**src/rtl/dma_bus_master.sv**
```systemverilog
// Single-channel bus initiator: copies halfwords or words from src to dst,
// one read then one write per unit, with the write data overlapping the next access.
module dma_bus_master #(
    parameter int COUNT_W = 16
) (
    input  logic               clk,
    input  logic               rst_n,
    input  logic               start,
    input  logic [31:0]        cfg_src,
    input  logic [31:0]        cfg_dst,
    input  logic [COUNT_W-1:0] cfg_count,
    input  logic               cfg_word,
    input  logic [1:0]         cfg_src_ctl,
    input  logic [1:0]         cfg_dst_ctl,
    output logic               bus_req,
    input  logic               bus_gnt,
    output logic [31:0]        addr,
    output logic [31:0]        wdata,
    output logic [1:0]         size,
    output logic               write,
    input  logic [31:0]        rdata,
    input  logic               pause,
    input  logic               abort,
    output logic               busy,
    output logic               done,
    output logic               err
);

    typedef enum logic [2:0] {
        S_IDLE = 3'd0,
        S_REQ  = 3'd1,
        S_RD   = 3'd2,
        S_WR   = 3'd3,
        S_FIN  = 3'd4
    } state_t;

    state_t             state_q, state_d;
    logic [31:0]        src_q, src_d;
    logic [31:0]        dst_q, dst_d;
    logic [31:0]        addr_q, addr_d;
    logic [31:0]        wdata_q, wdata_d;
    logic [COUNT_W-1:0] rem_q, rem_d;
    logic               word_q, word_d;
    logic [1:0]         src_ctl_q, src_ctl_d;
    logic [1:0]         dst_ctl_q, dst_ctl_d;
    logic               lane_q, lane_d;
    logic [1:0]         size_q, size_d;
    logic               write_q, write_d;
    logic               bus_req_q, bus_req_d;
    logic               busy_q, busy_d;
    logic               done_q, done_d;
    logic               err_q, err_d;
    logic               stall_s;
    logic               abort_s;
    logic [15:0]        half_s;

    function automatic logic [31:0] align_addr(input logic [31:0] a, input logic word);
        if (word) begin
            align_addr = {a[31:2], 2'b00};
        end else begin
            align_addr = {a[31:1], 1'b0};
        end
    endfunction

    function automatic logic [31:0] step_addr(input logic [31:0] a, input logic [1:0] ctl,
                                              input logic word);
        logic [31:0] step;
        step = word ? 32'd4 : 32'd2;
        case (ctl)
            2'b01:   step_addr = a - step;
            2'b10:   step_addr = a;
            default: step_addr = a + step;
        endcase
    endfunction

    // Next-state, working-register and registered-output computation.
    always_comb begin
        state_d   = state_q;
        src_d     = src_q;
        dst_d     = dst_q;
        wdata_d   = wdata_q;
        rem_d     = rem_q;
        word_d    = word_q;
        src_ctl_d = src_ctl_q;
        dst_ctl_d = dst_ctl_q;
        lane_d    = lane_q;
        done_d    = 1'b0;
        err_d     = err_q;
        addr_d    = 32'h0000_0000;
        write_d   = 1'b0;
        size_d    = 2'b10;
        half_s    = lane_q ? rdata[31:16] : rdata[15:0];

        // Losing the grant once on the bus behaves exactly like a stall.
        if (state_q == S_IDLE) begin
            stall_s = 1'b0;
        end else if (state_q == S_REQ) begin
            stall_s = pause;
        end else begin
            stall_s = pause | ~bus_gnt;
        end
        abort_s = (state_q != S_IDLE) & ~stall_s & abort;

        if (abort_s) begin
            state_d = S_IDLE;
            done_d  = 1'b1;
            err_d   = 1'b1;
        end else if (stall_s) begin
            state_d = state_q;
        end else begin
            case (state_q)
                S_IDLE: begin
                    if (start) begin
                        src_d     = align_addr(cfg_src, cfg_word);
                        dst_d     = align_addr(cfg_dst, cfg_word);
                        rem_d     = cfg_count;
                        word_d    = cfg_word;
                        src_ctl_d = cfg_src_ctl;
                        dst_ctl_d = cfg_dst_ctl;
                        err_d     = 1'b0;
                        state_d   = S_REQ;
                    end else begin
                        state_d = S_IDLE;
                    end
                end
                S_REQ: begin
                    if (bus_gnt) begin
                        state_d = S_RD;
                    end else begin
                        state_d = S_REQ;
                    end
                end
                S_RD: begin
                    lane_d  = src_q[1];
                    src_d   = step_addr(src_q, src_ctl_q, word_q);
                    state_d = S_WR;
                end
                S_WR: begin
                    wdata_d = word_q ? rdata : {half_s, half_s};
                    dst_d   = step_addr(dst_q, dst_ctl_q, word_q);
                    rem_d   = rem_q - COUNT_W'(1'b1);
                    if (rem_d != '0) begin
                        state_d = S_RD;
                    end else begin
                        state_d = S_FIN;
                    end
                end
                S_FIN: begin
                    state_d = S_IDLE;
                    done_d  = 1'b1;
                end
                default: begin
                    state_d = S_IDLE;
                end
            endcase
        end

        bus_req_d = (state_d != S_IDLE);
        busy_d    = (state_d != S_IDLE);
        case (state_d)
            S_RD: begin
                addr_d  = src_d;
                write_d = 1'b0;
                size_d  = word_d ? 2'b10 : 2'b01;
            end
            S_WR: begin
                addr_d  = dst_d;
                write_d = 1'b1;
                size_d  = word_d ? 2'b10 : 2'b01;
            end
            default: begin
                addr_d  = 32'h0000_0000;
                write_d = 1'b0;
                size_d  = 2'b10;
            end
        endcase
    end

    // State and output registers with asynchronous active-low reset.
    always_ff @(posedge clk or negedge rst_n) begin
        if (!rst_n) begin
            state_q   <= S_IDLE;
            src_q     <= 32'h0000_0000;
            dst_q     <= 32'h0000_0000;
            addr_q    <= 32'h0000_0000;
            wdata_q   <= 32'h0000_0000;
            rem_q     <= '0;
            word_q    <= 1'b0;
            src_ctl_q <= 2'b00;
            dst_ctl_q <= 2'b00;
            lane_q    <= 1'b0;
            size_q    <= 2'b10;
            write_q   <= 1'b0;
            bus_req_q <= 1'b0;
            busy_q    <= 1'b0;
            done_q    <= 1'b0;
            err_q     <= 1'b0;
        end else begin
            state_q   <= state_d;
            src_q     <= src_d;
            dst_q     <= dst_d;
            addr_q    <= addr_d;
            wdata_q   <= wdata_d;
            rem_q     <= rem_d;
            word_q    <= word_d;
            src_ctl_q <= src_ctl_d;
            dst_ctl_q <= dst_ctl_d;
            lane_q    <= lane_d;
            size_q    <= size_d;
            write_q   <= write_d;
            bus_req_q <= bus_req_d;
            busy_q    <= busy_d;
            done_q    <= done_d;
            err_q     <= err_d;
        end
    end

    assign bus_req = bus_req_q;
    assign addr    = addr_q;
    assign wdata   = wdata_q;
    assign size    = size_q;
    assign write   = write_q;
    assign busy    = busy_q;
    assign done    = done_q;
    assign err     = err_q;

endmodule

```
**config.mk**
```make
export PLATFORM = sky130hd
export DESIGN_NAME = dma_bus_master
export DESIGN_NICKNAME = d
export VERILOG_FILES = /design/src/rtl/dma_bus_master.sv
export SDC_FILE = /design/constraint.sdc
export NUM_CORES = 1
export LEC_CHECK = 0
export CORE_UTILIZATION = 40
export CTS_CLUSTER_SIZE = 16
export DETAILED_ROUTE_END_ITERATION = 6
export DONT_BUFFER_PORTS = 1
export PLACE_DENSITY = 0.59
export SYNTH_ARGS = -nofsm -noshare
export SYNTH_HDL_FRONTEND = slang
export SYNTH_SLANG_ARGS = --single-unit
```
**constraint.sdc**
```tcl
create_clock -name clk -period 4.6 [get_ports clk]
set_input_delay 0.46 -clock clk [delete_from_list [all_inputs] [get_ports clk]]
set_output_delay 0.46 -clock clk [all_outputs]
set_load 0.01 [all_outputs]
```
==> results of run 1 <==
==> area by class of cell <==
cell class                      instances  area [µm²]
Clock inverter                         14         150
Sequential cell                       159        3980
Timing Repair Buffer                   21         178
Fill cell                            2644       14700
Tap cell                              335         419
Multi-Input combinational cell       1047        6160
Inverter                               20        75.1
Clock buffer                           18         429
==> cell usage after synthesis (29+ instances only) <==
cell type / instances / area (µm²)
a21oi_1: 61 / 305
a22oi_1: 29 / 218
o21ai_0: 125 / 626
nor3_1: 56 / 280
clkbuf_1: 83 / 312
nor2_1: 151 / 567
dfrtp_1: 158 / 3950
nand3_1: 42 / 210
mux2i_1: 48 / 480
nand2_1: 174 / 653
==> state kept, by name (all words and copies together), names as in the netlist <==
| register | count |
|---|---|
| addr | 32 |
| busy | 1 |
| done | 1 |
| dst_ctl_q | 2 |
| dst_q | 32 |
| err | 1 |
| lane_q | 1 |
| rem_q | 16 |
| size | 2 |
| src_ctl_q | 2 |
| src_q | 32 |
| state_q | 3 |
| wdata | 32 |
| word_q | 1 |
| write | 1 |
==> placed cells by master, fill, tap and decap left out, types with 14 or more instances in the layout <==
master / netlist / final
a211oi_1: 14 / 14
a21oi_1: 61 / 61
a22oi_1: 29 / 29
a31oi_1: 14 / 14
and3_1: 19 / 18
buf_4: 2 / 20
clkbuf_16: 0 / 17
dfrtp_1: 158 / 158
inv_1: 19 / 19
mux2i_1: 48 / 48
nand2_1: 174 / 173
nand3_1: 42 / 42
nor2_1: 151 / 150
nor3_1: 56 / 56
nor4_1: 20 / 20
o211ai_1: 17 / 17
o21ai_0: 125 / 124
or2_2: 15 / 15
or3_1: 20 / 20
xnor2_1: 20 / 20
==> timing repair <==
action,4_1_cts,5_1_grt
hold endpoints to repair,159,0
buffers inserted,0,0
endpoints found under the setup margin,0,0
hold buffers,1,0
==> metrics by stage <==
stage               power, W  area, µm²
global route         0.00850      11400
floorplan            0.00543      10600
global placement     0.00637      10800
finish               0.00792      11400
CTS                  0.00792      11400
detailed placement   0.00643      10800
==> power breakdown <==
group / switching, W / total [W] / internal [W]
combinational: 0.00210 / 0.00339 / 0.00129
sequential: 0.00108 / 0.00309 / 0.00201
clock: 0.000666 / 0.00143 / 0.000767
==> worst max-delay path, cell delays in order, from the launching register on <==
cell	delay, ns
dfrtp_1	0.43
inv_1	0.11
ha_1	0.35
or4b_2	0.71
nor4_1	0.33
xnor2_1	0.20
nand2_1	0.09
nor3_1	0.45
a31oi_4	0.21
nand2_1	0.34
buf_4	0.33
a221oi_1	0.08
==> cell families (layout without fill, tap and decap cells) <==
kind of cell,after synthesis,in the layout
buffers and inverters,124,73
and+or+nand+nor,581,581
DFF,159,159
adders and majority gates,8,8
muxes,55,55
AOI/OAI and AO/OA,380,380
xor gates and xnor gates,23,23
==> final timing paths <==
path	cells after the start	from	endpoint	slack, ns
setup / recovery	11	rem_q[0]$_DFFE_PN0P_	addr[23]$_DFF_PN0_	0.81
hold / removal	1	rst_n	src_q[27]$_DFF_PN0_	0.03
setup reg to reg	11	rem_q[0]$_DFFE_PN0P_	addr[23]$_DFF_PN0_	0.81
hold reg to reg	1	dst_q[0]$_DFF_PN0_	dst_q[0]$_DFF_PN0_	0.49
max in group asynchronous	1	rst_n	dst_q[9]$_DFF_PN0_	3.92
min in group clk	1	pause	done$_DFF_PN0_	0.09
==> layer usage <==
metal  vias up  global-route usage [%]  wire [µm]
li1       4741                       -          -
met1      4791                    34.1      15400
met2       297                    39.5      16000
met3        32                    5.55       2270
met4         0                    7.76        665
met5         -                       0          0
==> impl_results.md, run 1 <==
* First-pass GRT wire length at between 50 and 60 mm
* Unrepaired setup endpoints after global routing: no
* Layout Skew at 0.0194 ns
* Syn Inst Count at 1330
* Yosys Warn Count at 0
* Number of iterations in the first detailed-routing pass at 6
* Crit share post-route at 82.3%
* Slew Limit Fails at 0
* Die Area at 0.0272 mm²
* Initial antenna violation count at 0
* Final Setup Violations at 0
* Core ar. at ~0.026 mm²
* Initial DRC Count at 789
* Nets at around 1400
* Largest family of logic cells by synthesized area: simple AND/OR/NAND/NOR gates
* EDFF count, synth at 0
* Mux cell area share after synthesis at 5.27%
* H-Tree Depth at 4
* TritonCTS Sinks at 159
* DIE HEIGHT at between 150 and 200 µm
* Post-Synth Adder-Cell Area at 0.943%
* Setup ws final at about 0.8 ns
* Post-Route WL at 34.4 mm
* Row cnt at 59
* Pre-CTS WS at 0.863 ns
* Worst Path Arrival at ~4.1 ns
* Mapped Area at ~0.011 mm²
* Remaining antenna violation count at 0
* Post-synth top flop: dfrtp_1
* Slew Limit Headroom at between 20 and 25%
* N_diodes at 0
* Crit Path Class: flip-flop to flip-flop
* Sequential fraction of the synthesis area at 37.5%
* Gr ovfl total at 0
* Reg clk slew, reported paths at roughly 0.070 ns
* Xor/xnor share of the synthesized area at 1.90%
* Dpl cells at 1581
* Setup TNS at 0 ns
* Maximum VDD drop at approximately 0.28 mV
* I/O pin count at just under 200
* Crit-path max FO at 21
* Layout area overhead at 7.38%
* Total of max-cap violations at 0
* All-Layer GR Usage at about a quarter
* Worst hold path type: input port to asynchronous set/reset pin
* Startpoint types: flip-flop
* IO buf count at 0
* CTS buffer count at 17
* Clock Latency Late Sink at between 0.4 and 0.5 ns
* Vias per cell at 6.11
* Largest net degree at the start of global routing at 160
* Core Util, Final at 43.7%
* Share of layout cells above drive strength 1 at 7.27%
* CTS tree: yes
* Worst Max-Slew Pin Slew at 1.17 ns
* Hold slack at about 0.030 ns
* Status: complete, no violations
* Via count at 9861
* F_max at 264 MHz
* CP endpoint kind: flip-flop
* Post-synth ARST share at 100%
* CP required at around 4.9 ns
* Post-CTS resize count at 0
* Starting Density at about two fifths
* Simple-gate portion of the synthesized area at 26.3%
* GPL Wtd Cong at 0.885
* CTS root buf: clkbuf_16
* Non-Filler Instances at 1614
* Final hold vios at 0
* PD cells at between 600 and 700 mW/mm²
* Post-Synthesis Net Count at 1461
* Clk buf depth at 2
* Synth Area per Inst at approximately 8 µm²
* Residual DRC at 0
* Compound-Gate Fraction of Synth Area at between 20% and 30%
* Post-route minimum period at 3.79 ns
* Vias in the first global route at 9014
* Drt wl/cell at 21.3 µm
* P_leak at roughly 4.5 nW
* DIE WIDTH at 165 µm
* FF+latch count, synth at 159
* Synth unique cells at 78
* Hpwl dp at 24.5 mm
Power figures use the tool's default switching activity.
==> inputs of run 2 (changes only) <==
Settings changed: PLACE_DENSITY 0.59 to 0.61.
Clock period 4.6 ns to 3 ns, I/O delays scaled along.
==> run 2 against run 1 <==
Net effect:
- the flow now finishes with violations (negative hold slack)
- combinational power rose by 99%
- non-clock buffer count grew 101
- worst setup slack got worse by 0.70 ns
- critical path depth did not move
- final area grew 9.3%
- via count up 5.2%
- clock skew fell by 0.0051 ns
==> impl_results.md, run 2 (same netlist as run 1, synthesis figures left out) <==
* Status: complete, but fails checks (was complete, no violations)
* Failing checks: negative hold slack
* Via count at 10400 (was 9861)
* Clk buf depth at 2 (unchanged)
* Pre-CTS WS at 0.0267 ns (was 0.863 ns)
* Starting Density at 40.7% (unchanged)
* Worst reg2reg path depth at 11 (unchanged)
* Final Setup Violations at 0 (unchanged)
* Row cnt at 59 (unchanged)
* F_max at 347 MHz (was 264 MHz)
* End of the critical path: addr[12]$_DFF_PN0_ (was addr[23]$_DFF_PN0_)
* R2r setup slk at 0.11 ns (was 0.81 ns)
* Tot Pwr at 0.0132 W (was 0.00792 W)
* CP top delay family: simple AND/OR/NAND/NOR gates (unchanged)
* Core ar. at 0.0261 mm² (unchanged)
* Layout area overhead at 17.4% (was 7.38%)
* CTS tree: yes (unchanged)
* I/O pin count at 194 (unchanged)
* CP Cell Sequence: inv_1 -> ha_1 -> or4b_2 -> o22ai_1 -> a21oi_1 -> a21oi_1 -> o32ai_2 -> a31oi_4 -> nand2_4 -> buf_12 -> nor3_2 (was inv_1 -> ha_1 -> or4b_2 -> nor4_1 -> xnor2_1 -> nand2_1 -> nor3_1 -> a31oi_4 -> nand2_1 -> buf_4 -> a221oi_1)
* P_leak at 5.12 nW (was 4.53 nW)
* Worst reg2reg path startpoint: rem_q[0]$_DFFE_PN0P_ (unchanged)
* First-pass GRT wire length at 54.3 mm (was 52.3 mm)
* Reg2reg end: addr[12]$_DFF_PN0_ (was addr[23]$_DFF_PN0_)
* CP max-delay cell: or4b_2 (unchanged)
* Worst Max-Slew Pin Slew at 0.717 ns (was 1.17 ns)
* PD cells at 1060 mW/mm² (was 695 mW/mm²)
* Residual DRC at 0 (unchanged)
* Crit Path Class: flip-flop to flip-flop (unchanged)
* CP endpoint kind: flip-flop (unchanged)
* Crit share post-route at 96.2% (was 82.3%)
* Finished Cell Area at 0.0125 mm² (was 0.0114 mm²)
* Reg clk slew, reported paths at 0.08 ns (was 0.07 ns)
* Worst hold path type: input port to asynchronous set/reset pin (unchanged)
* Slew Limit Headroom at 51.8% (was 22.2%)
* Final hold vios at 159 (was 0)
* Vias per cell at 6.04 (was 6.11)
* DIE HEIGHT at 165 µm (unchanged)
* DIE WIDTH at 165 µm (unchanged)
* H-Tree Depth at 4 (unchanged)
* CP required at 3.32 ns (was 4.89 ns)
* Drt wl/cell at 20.7 µm (was 21.3 µm)
* Initial DRC Count at 879 (was 789)
* Largest net degree at the start of global routing at 160 (unchanged)
* Crit-path max FO at 15 (was 21)
* Slew Limit Fails at 0 (unchanged)
* Initial antenna violation count at 1 (was 0)
* Share of layout cells above drive strength 1 at 15.0% (was 7.27%)
* Number of iterations in the first detailed-routing pass at 5 (was 6)
* Die Area at 0.0272 mm² (unchanged)
* Layout Skew at 0.0143 ns (was 0.0194 ns)
* Setup ws final at 0.114 ns (was 0.813 ns)
* Post-Route WL at 35.4 mm (was 34.4 mm)
* Worst path bufs/invs at 2 (unchanged)
* Worst Path Arrival at 3.21 ns (was 4.08 ns)
* GPL Wtd Cong at 0.960 (was 0.885)
* Critical path depth at 11 (unchanged)
* Hold slack at -0.446 ns (was 0.0304 ns)
* Critical Path Start: rem_q[0]$_DFFE_PN0P_ (unchanged)
* Remaining antenna violation count at 0 (unchanged)
* CTS root buf: clkbuf_16 (unchanged)
* Hold_buf cts at 18 (was 1)
* Dpl cell area at 0.0115 mm² (was 0.0108 mm²)
* Commonest non-fill, non-tap cell in the layout: nand2_1 (unchanged)
* Gr ovfl total at 0 (unchanged)
* Hpwl dp at 25.7 mm (was 24.5 mm)
* Worst path most repeated cell: a21oi_1 (was nand2_1)
* Crit-path max cell delay at 0.66 ns (was 0.71 ns)
* TritonCTS Sinks at 159 (unchanged)
* All-Layer GR Usage at 26.0% (was 25.1%)
* Unrepaired setup endpoints after global routing: yes (was no)
* Vias in the first global route at 9668 (was 9014)
* Nets at 1498 (was 1397)
* Clock Latency Late Sink at 0.44 ns (was 0.45 ns)
* Commonest cells after routing, fill and taps aside: 172 x nand2_1, 157 x dfrtp_1, 149 x nor2_1, 122 x o21ai_0, 100 x buf_4 (was 173 x nand2_1, 158 x dfrtp_1, 150 x nor2_1, 124 x o21ai_0, 61 x a21oi_1)
* Total of max-cap violations at 0 (unchanged)
* CTS buffer count at 17 (unchanged)
* Maximum VDD drop at 0.483 mV (was 0.279 mV)
* IO buf count at 0 (unchanged)
* Post-route minimum period at 2.89 ns (was 3.79 ns)
* Startpoint types: flip-flop (unchanged)
==> run 2: cell types whose count changed in the layout (fill, tap and decap cells not counted), moves of 4 or more <==
cell,before,now
buf_4,20,100
dlygate4sd3_1,0,18
nor3_1,56,51
nor3_2,1,5
==> run 2: timing repair <==
action	CTS	global route
setup endpoints to repair	0	40
resized for setup	0	29
hold endpoints to repair	177	159
buffers inserted	0	5
==> run 2: through the flow <==
step           utilization [%]  cells  setup TNS [ns]  hold slack (ns)
3_5_place_dp              44.0   1659               0           0.0149
5_1_grt                   47.8   1715          -0.131           -0.460
6_report                  47.8   1716               0           -0.446
4_1_cts                   47.0   1709               0           -0.455
2_1_floorplan                -   1330           -1.12          0.00441
3_3_place_gp              44.0   1659               0           0.0138
==> run 2: worst min-delay path by stage <==
stage,start,endpoint,slack (ns),depth (start not counted)
finish,rst_n,src_q[31]$_DFF_PN0_,-0.45,0
floorplan,rst_n,addr[0]$_DFF_PN0_,0.004,0
detailed placement,rst_n,src_q[31]$_DFF_PN0_,0.01,0
CTS,rst_n,rem_q[1]$_DFFE_PN0P_,-0.45,0
global route,rst_n,src_q[27]$_DFF_PN0_,-0.46,0
global placement,rst_n,src_q[27]$_DFF_PN0_,0.01,0
==> run 2: cell type report <==
class	instances	area, µm²
Fill cell	2590	13600
Multi-Input combinational cell	1047	6390
Sequential cell	159	3980
Timing Repair Buffer	122	1010
Clock buffer	18	439
Tap cell	335	419
Clock inverter	14	149
Inverter	20	75.1
Antenna cell	1	2.50
==> run 2: report_power, final <==
part           switching [W]  internal, W  total (W)
combinational        0.00408      0.00269    0.00676
clock                0.00102      0.00120    0.00221
sequential           0.00113      0.00309    0.00422
==> run 2: per-layer routing <==
metal,track usage [%],wire [µm],up-vias
li1,-,-,4942
met1,35.1,15400,4972
met2,41.3,16800,405
met3,5.88,2550,48
met4,7.42,663,2
met5,0,17,-
